## src/rtl/dealer_ctrl.sv

```systemverilog
`default_nettype none
// ============================================================================
// Module   : dealer_ctrl
// Purpose  : Hold'em dealing sequencer: shuffle, hole cards, burn/board streets.
// Revision : 1.0  initial release
// ============================================================================
module dealer_ctrl #(
    parameter int NUM_PLAYERS = 4,
    parameter bit BURN_EN     = 1'b1,
    parameter int CARD_W      = 6
) (
    input  logic              clk,
    input  logic              reset_n,
    input  logic              new_hand,
    input  logic              advance,
    output logic              deck_start_shuffle,
    output logic              deck_draw_card,
    input  logic [CARD_W-1:0] deck_top_card,
    input  logic              deck_ready,
    output logic              card_valid,
    output logic [CARD_W-1:0] card_out,
    output logic [3:0]        card_dest,
    output logic [2:0]        street,
    output logic              busy,
    output logic              await_advance
);

    localparam logic [2:0] c_IDLE      = 3'd0;
    localparam logic [2:0] c_SHUF_REQ  = 3'd1;
    localparam logic [2:0] c_SHUF_WAIT = 3'd2;
    localparam logic [2:0] c_HOLE      = 3'd3;
    localparam logic [2:0] c_WAIT_ST   = 3'd4;
    localparam logic [2:0] c_BURN      = 3'd5;
    localparam logic [2:0] c_BOARD     = 3'd6;
    localparam logic [2:0] c_DONE      = 3'd7;

    localparam logic [2:0] c_LAST_SEAT = 3'(NUM_PLAYERS - 1);

    logic [2:0]        r_state;
    logic [2:0]        w_next;
    logic [2:0]        r_seat;
    logic              r_round;
    logic [2:0]        r_slot;
    logic [2:0]        r_street;
    logic              r_valid;
    logic [CARD_W-1:0] r_card;
    logic [3:0]        r_dest;
    logic              w_hole_last;
    logic              w_board_last;
    logic              w_deal;

    assign w_hole_last  = r_round && (r_seat == c_LAST_SEAT);
    // Flop ends at slot 2, turn at slot 3, river at slot 4: always one past street.
    assign w_board_last = (r_slot == (r_street + 3'd1));
    assign w_deal       = (r_state == c_HOLE) || (r_state == c_BOARD);

    always_comb begin
        w_next = r_state;
        case (r_state)
            c_IDLE:      if (new_hand) w_next = c_SHUF_REQ;
            c_SHUF_REQ:  w_next = c_SHUF_WAIT;
            c_SHUF_WAIT: if (deck_ready) w_next = c_HOLE;
            c_HOLE:      if (w_hole_last) w_next = c_WAIT_ST;
            c_WAIT_ST: begin
                if (new_hand) begin
                    w_next = c_SHUF_REQ;
                end else if (advance) begin
                    w_next = BURN_EN ? c_BURN : c_BOARD;
                end
            end
            c_BURN:      w_next = c_BOARD;
            c_BOARD: begin
                if (w_board_last) begin
                    w_next = (r_street == 3'd3) ? c_DONE : c_WAIT_ST;
                end
            end
            c_DONE:      if (new_hand) w_next = c_SHUF_REQ;
            default:     w_next = c_IDLE;
        endcase
    end

    always_ff @(posedge clk) begin
        if (!reset_n) begin
            r_state  <= c_IDLE;
            r_seat   <= 3'd0;
            r_round  <= 1'b0;
            r_slot   <= 3'd0;
            r_street <= 3'd0;
            r_valid  <= 1'b0;
            r_card   <= '0;
            r_dest   <= 4'd0;
        end else begin
            r_state <= w_next;
            r_valid <= w_deal;
            if (w_deal) begin
                r_card <= deck_top_card;
            end
            case (r_state)
                c_IDLE, c_WAIT_ST, c_DONE: begin
                    if (new_hand) begin
                        r_street <= 3'd0;
                        r_seat   <= 3'd0;
                        r_round  <= 1'b0;
                        r_slot   <= 3'd0;
                    end
                end
                c_HOLE: begin
                    r_dest <= {1'b0, r_seat};
                    if (r_seat == c_LAST_SEAT) begin
                        r_seat  <= 3'd0;
                        r_round <= 1'b1;
                        if (r_round) begin
                            r_street <= 3'd1;
                        end
                    end else begin
                        r_seat <= r_seat + 3'd1;
                    end
                end
                c_BOARD: begin
                    r_dest <= 4'd8 + {1'b0, r_slot};
                    r_slot <= r_slot + 3'd1;
                    if (w_board_last) begin
                        r_street <= r_street + 3'd1;
                    end
                end
                default: ;
            endcase
        end
    end

    assign deck_start_shuffle = (r_state == c_SHUF_REQ);
    assign deck_draw_card     = w_deal || (r_state == c_BURN);
    assign busy               = (r_state == c_SHUF_REQ) || (r_state == c_SHUF_WAIT) ||
                                (r_state == c_BURN) || w_deal;
    assign await_advance      = (r_state == c_WAIT_ST);
    assign card_valid         = r_valid;
    assign card_out           = r_card;
    assign card_dest          = r_dest;
    assign street             = r_street;

endmodule
`default_nettype wire

```

## config.mk

```make
export PLATFORM = sky130hd
export DESIGN_NAME = dealer_ctrl
export DESIGN_NICKNAME = d
export VERILOG_FILES = /design/src/rtl/dealer_ctrl.sv
export SDC_FILE = /design/constraint.sdc
export NUM_CORES = 1
export LEC_CHECK = 0
export CORE_MARGIN = 2
export CORE_UTILIZATION = 50
export DETAILED_ROUTE_END_ITERATION = 6
export PLACE_DENSITY = 0.8
export SKIP_LAST_GASP = 1
export SYNTH_ARGS = -nofsm -noshare
export SYNTH_HDL_FRONTEND = slang
export SYNTH_SLANG_ARGS = --single-unit
```

## constraint.sdc

```tcl
create_clock -name clk -period 4.5 [get_ports clk]
set_input_delay 1.125 -clock clk [delete_from_list [all_inputs] [get_ports clk]]
set_output_delay 1.125 -clock clk [all_outputs]
set_load 0.02 [all_outputs]
```

Word level (Yosys, flattened, before mapping)

Index checks and enable logic that the tools add are counted.

Reduce and logical (&&, ||, !) cells: 18
Add/subtract/negate cells: 4
Eq/ne operators: 18
Multiplexer cells: 20

Operators with widths:

| cell                  | count |
|---|---|
| $mux W3               | 11 |
| $pmux W3 S7           | 1 |
| $eq A3 B2 Y1 const B  | 4 |
| $eq A3 B3 Y1 const B  | 4 |
| $ne A2 B2 Y1 const B  | 6 |
| $pmux W3 S2           | 2 |
| $reduce_and A5 Y1     | 2 |
| $add A3 B1 Y3 const B | 3 |
| $pmux W3 S3           | 1 |
| $pmux W4 S2           | 1 |
| $reduce_bool A2 Y1    | 3 |
| $logic_or A1 B1 Y1    | 5 |
| $add A4 B3 Y4 const A | 1 |
| $reduce_and A2 Y1     | 2 |
| $eq A3 B1 Y1 const B  | 1 |
| $eq A3 B3 Y1          | 1 |
| $logic_not A3 Y1      | 1 |
| $ne A3 B3 Y1 const B  | 1 |
| $reduce_and A3 Y1     | 1 |
| $reduce_bool A3 Y1    | 1 |
| $reduce_or A3 Y1      | 1 |
| $mux W1               | 2 |
| $mux W2               | 1 |
| $ne A2 B1 Y1 const B  | 1 |
| 3 further kinds       | 3 |

Register bits: 24
Bits of input ports: 11
Word-level logic and storage cells: 68
Output and inout port bits: 18

Depth between registers and ports, before layout

Word-level depth: 4
Mapped depth: 6
Gate-level depth less buffers: 6

Least setup slack after synthesis

Ideal clock, no wire load.

Kind: register to output
Start point: reg r_state[2]
End point: out await_advance
Cell stages (with the launch flop): 4
Arrival time: 1.107 ns
Buffers on the path: 1
Setup slack: 2.268 ns
Data required time: 3.375 ns
Cells stage by stage: dfxtp_1 buf_4 inv_1 nor3_1

Longest elaborated chain between the ends: 1

RTL lines:

| element                  | RTL line | text |
|---|---|---|
| start: declaration       | 39       | `logic [2:0] r_state;` |
| start signal: assignment | 84       | `r_state <= c_IDLE;` |
| start signal: assignment | 93       | `r_state <= w_next;` |
| $eq A3 B3 Y1             | 135      | `assign await_advance = (r_state == c_WAIT_ST);` |
| end: declaration         | 25       | `output logic await_advance` |

Every way passes these cells.

Worst setup path in the final report

Start point: reg r_state[1]
End point: out deck_draw_card

Longest elaborated chain between the ends: 3
Elaborated cells on any way between the ends: 5
Those cells by class: eq/ne (3); reduce/logical (2)

RTL lines:

| element                                             | RTL line | text |
|---|---|---|
| $eq A3 B2 Y1 / $eq A3 B3 Y1 (equally long branches) | 55       | `assign w_deal = (r_state == c_HOLE) \|\| (r_state == c_BOARD);` |
| $logic_or A1 B1 Y1                                  | 55       |  |
| $logic_or A1 B1 Y1 *                                | 132      | `assign deck_draw_card = w_deal \|\| (r_state == c_BURN);` |
| end: declaration                                    | 17       | `output logic deck_draw_card,` |

Every way passes the cells marked *; elsewhere a longest branch is shown, timed or not.

==> results.md <==
* EDFF count, synth at 0
* Antenna cells at 0
* Crit path kind: reg -> out
* PwrDens at 526.6 mW/mm²
* Seq/Total Area, Yosys at 0.3971
* Synth Flop Type: dfxtp_1
* Starting Density at 0.5366
* WP data arrival at 2.22 ns
* # H-tree levels at 1
* Port buffer count at 28
* CTS tree: built
* Synth Area per Inst at 8.962 µm²
* Vias in the first global route at 959
* Tmin final at 3.345 ns
* Min setup slack post-route at 1.155 ns
* Pin count of the biggest net entering global routing at 18
* Clock buffer depth at 2
* Max VDD drop at 0.0004193 V
* Core Area at 0.002255 mm²
* Overall routed net length at 2632 µm
* Detailed Place HPWL at 1957 µm
* CTS root buffer: clkbuf_4
* Sink Count at 24
* Total track usage at 0.2089
* Die width at 53.19 µm
* WL per Instance at 13.93 µm
* Hold_buf cts at 0
* Mapped cell area at 0.001210 mm²
* Clock skew at 0.002014 ns
* Worst-skew pair later-pin latency at 0.32 ns
* Share of cells above drive strength 1 at 0.06832
* Hold_sp: r_seat[1]
* Overall Power at 803.9 µW
* Max Freq at 299.0 MHz
* Post-synthesis async set-or-reset flop share at 0
* Synth cell types at 39
* Grt ovf at 0
* Post-place setup slack at 1.514 ns
* Crit. Startpoint: r_state[1]
* Io pins at 29
* Final design utilization at 0.6770
* Vias per cell at 5.529
* Min-Delay Path Class: reg -> reg
* Reg2reg start: r_state[1]
* Startpoint types: flop
* Worst-margin pin slew at 0.5453 ns
* Gate Count Post-Synth at 135
* Synth-to-layout area growth at 26.16%
* Rows at 17
* Vias at 1045
* Fin. Hold Viols at 0
* DRT antenna net count at 0
* DRC at 0
* Seq cells post-synth at 24
* Nets at 177
* Worst Path Required at 3.38 ns
* Die extent in y at 53.19 µm
* DR pass1 iterations at 4
* Syn. warnings at 0
* Setup crit end kind: primary output
* Die area at 0.002829 mm²
* Initial antenna violation count at 0
* TNS Setup at 0 ns
* Post-CTS setup buffers at 0
* Gpl congestion at 0.8030
* Final Slew Violations at 0
* Initial DRC Count at 28
* Top fanout value on the critical path at 14
* Placed cell area at 0.001490 mm²
* Status: finished, final reports clean
* PostCTS Resize Cnt at 0
* Worst-path clk slew at 0.13 ns
* First-pass GRT wire length at 4222 µm
* Static leakage at 0.0006344 µW
* RSZ-0062 raised after global routing: false
* Fin area at 0.001526 mm²
* Num CTS Buffers at 3
* Setup-failing EPs final at 0
* Max Cap Viol at 0
* Fin crit share at 0.7433
* Syn nets at 150
* Slew margin rel. at 0.6360
==> cell families (layout without fill, tap and decap cells) <==
group,after synthesis,after routing,share of synthesized area
and+or+nand+nor,54,54,0.2161
AOI/OAI and AO/OA,27,27,0.1779
DFF,24,24,0.3971
muxes,10,10,0.08273
buffers and inverters,10,36,0.04136
xor gates and xnor gates,6,6,0.04343
adders and majority gates,4,4,0.04137
==> metrics by stage <==
stage | hold slack (ns) | std cells
floorplan | 0.4641 | 135
finish | 0.5011 | 189
global placement | 0.4691 | 185
global route | 0.5335 | 189
detailed placement | 0.4776 | 185
CTS | 0.4986 | 189
==> flip-flops by register name (all words and copies together) (netlist names) <==
signal      cells
street          3
r_seat          3
card_out        6
card_dest       4
r_round         1
r_state         3
card_valid      1
r_slot          3
==> worst max-delay path, cell delays in order, from the launching register on <==
cell and delay (ns):
dfxtp_1 0.67, nand3b_1 0.41, o21ai_0 0.20, clkdlybuf4s50_1 0.63
==> layout make-up <==
type | instances | area, µm²
clock buffers | 4 | 36.28
fillers | 198 | 728.2
inverters | 4 | 15.01
multi-input cells | 101 | 679.4
flip-flops and latches | 24 | 480.5
well taps | 28 | 35.03
repair buffers | 28 | 280.3
==> cells in the mapped netlist, types with 4 or more instances <==
library cell / number / area share
ha_1: 4 / 0.041
dfxtp_1: 24 / 0.40
mux2i_1: 10 / 0.083
a21oi_1: 5 / 0.021
nor2_1: 15 / 0.047
inv_1: 4 / 0.012
nand2_1: 18 / 0.056
xor2_1: 4 / 0.029
==> where the power goes <==
group,internal (µW),switching [µW],leakage [µW]
registers,247,63.5,0.000195
clock network,49.5,64.4,0.0000210
logic,181,198,0.000419
==> final timing paths <==
check	endpoint	slack, ns	cells after the start
hold reg to reg	r_seat[1]	0.50	2
setup / recovery	deck_draw_card	1.16	3
setup reg to reg	street[2]	2.53	4
hold / removal	r_seat[1]	0.50	2
==> routing by layer <==
layer  up-vias  wire length, µm  track usage
met3         5              121      0.04802
met2        21             1206       0.3354
met4         0               31      0.06410
li1        533                -            -
met1       486             1272       0.2772
met5         -                0            0
==> placed cells by master (no fill, tap or decap), types with 2 or more instances in the layout <==
cell type / count
a21oi_1: 5
a311oi_1: 3
a31oi_1: 2
and3_1: 3
clkbuf_4: 3
clkdlybuf4s50_1: 28
dfxtp_1: 24
ha_1: 4
inv_1: 4
mux2i_1: 10
nand2_1: 18
nand3_1: 3
nand3b_1: 2
nor2_1: 15
nor2_2: 2
nor2b_1: 3
nor3_1: 2
o21a_1: 3
o21ai_0: 2
o21ai_1: 2
xnor2_1: 2
xor2_1: 4
No activity file was read; power rests on OpenSTA's default activity.
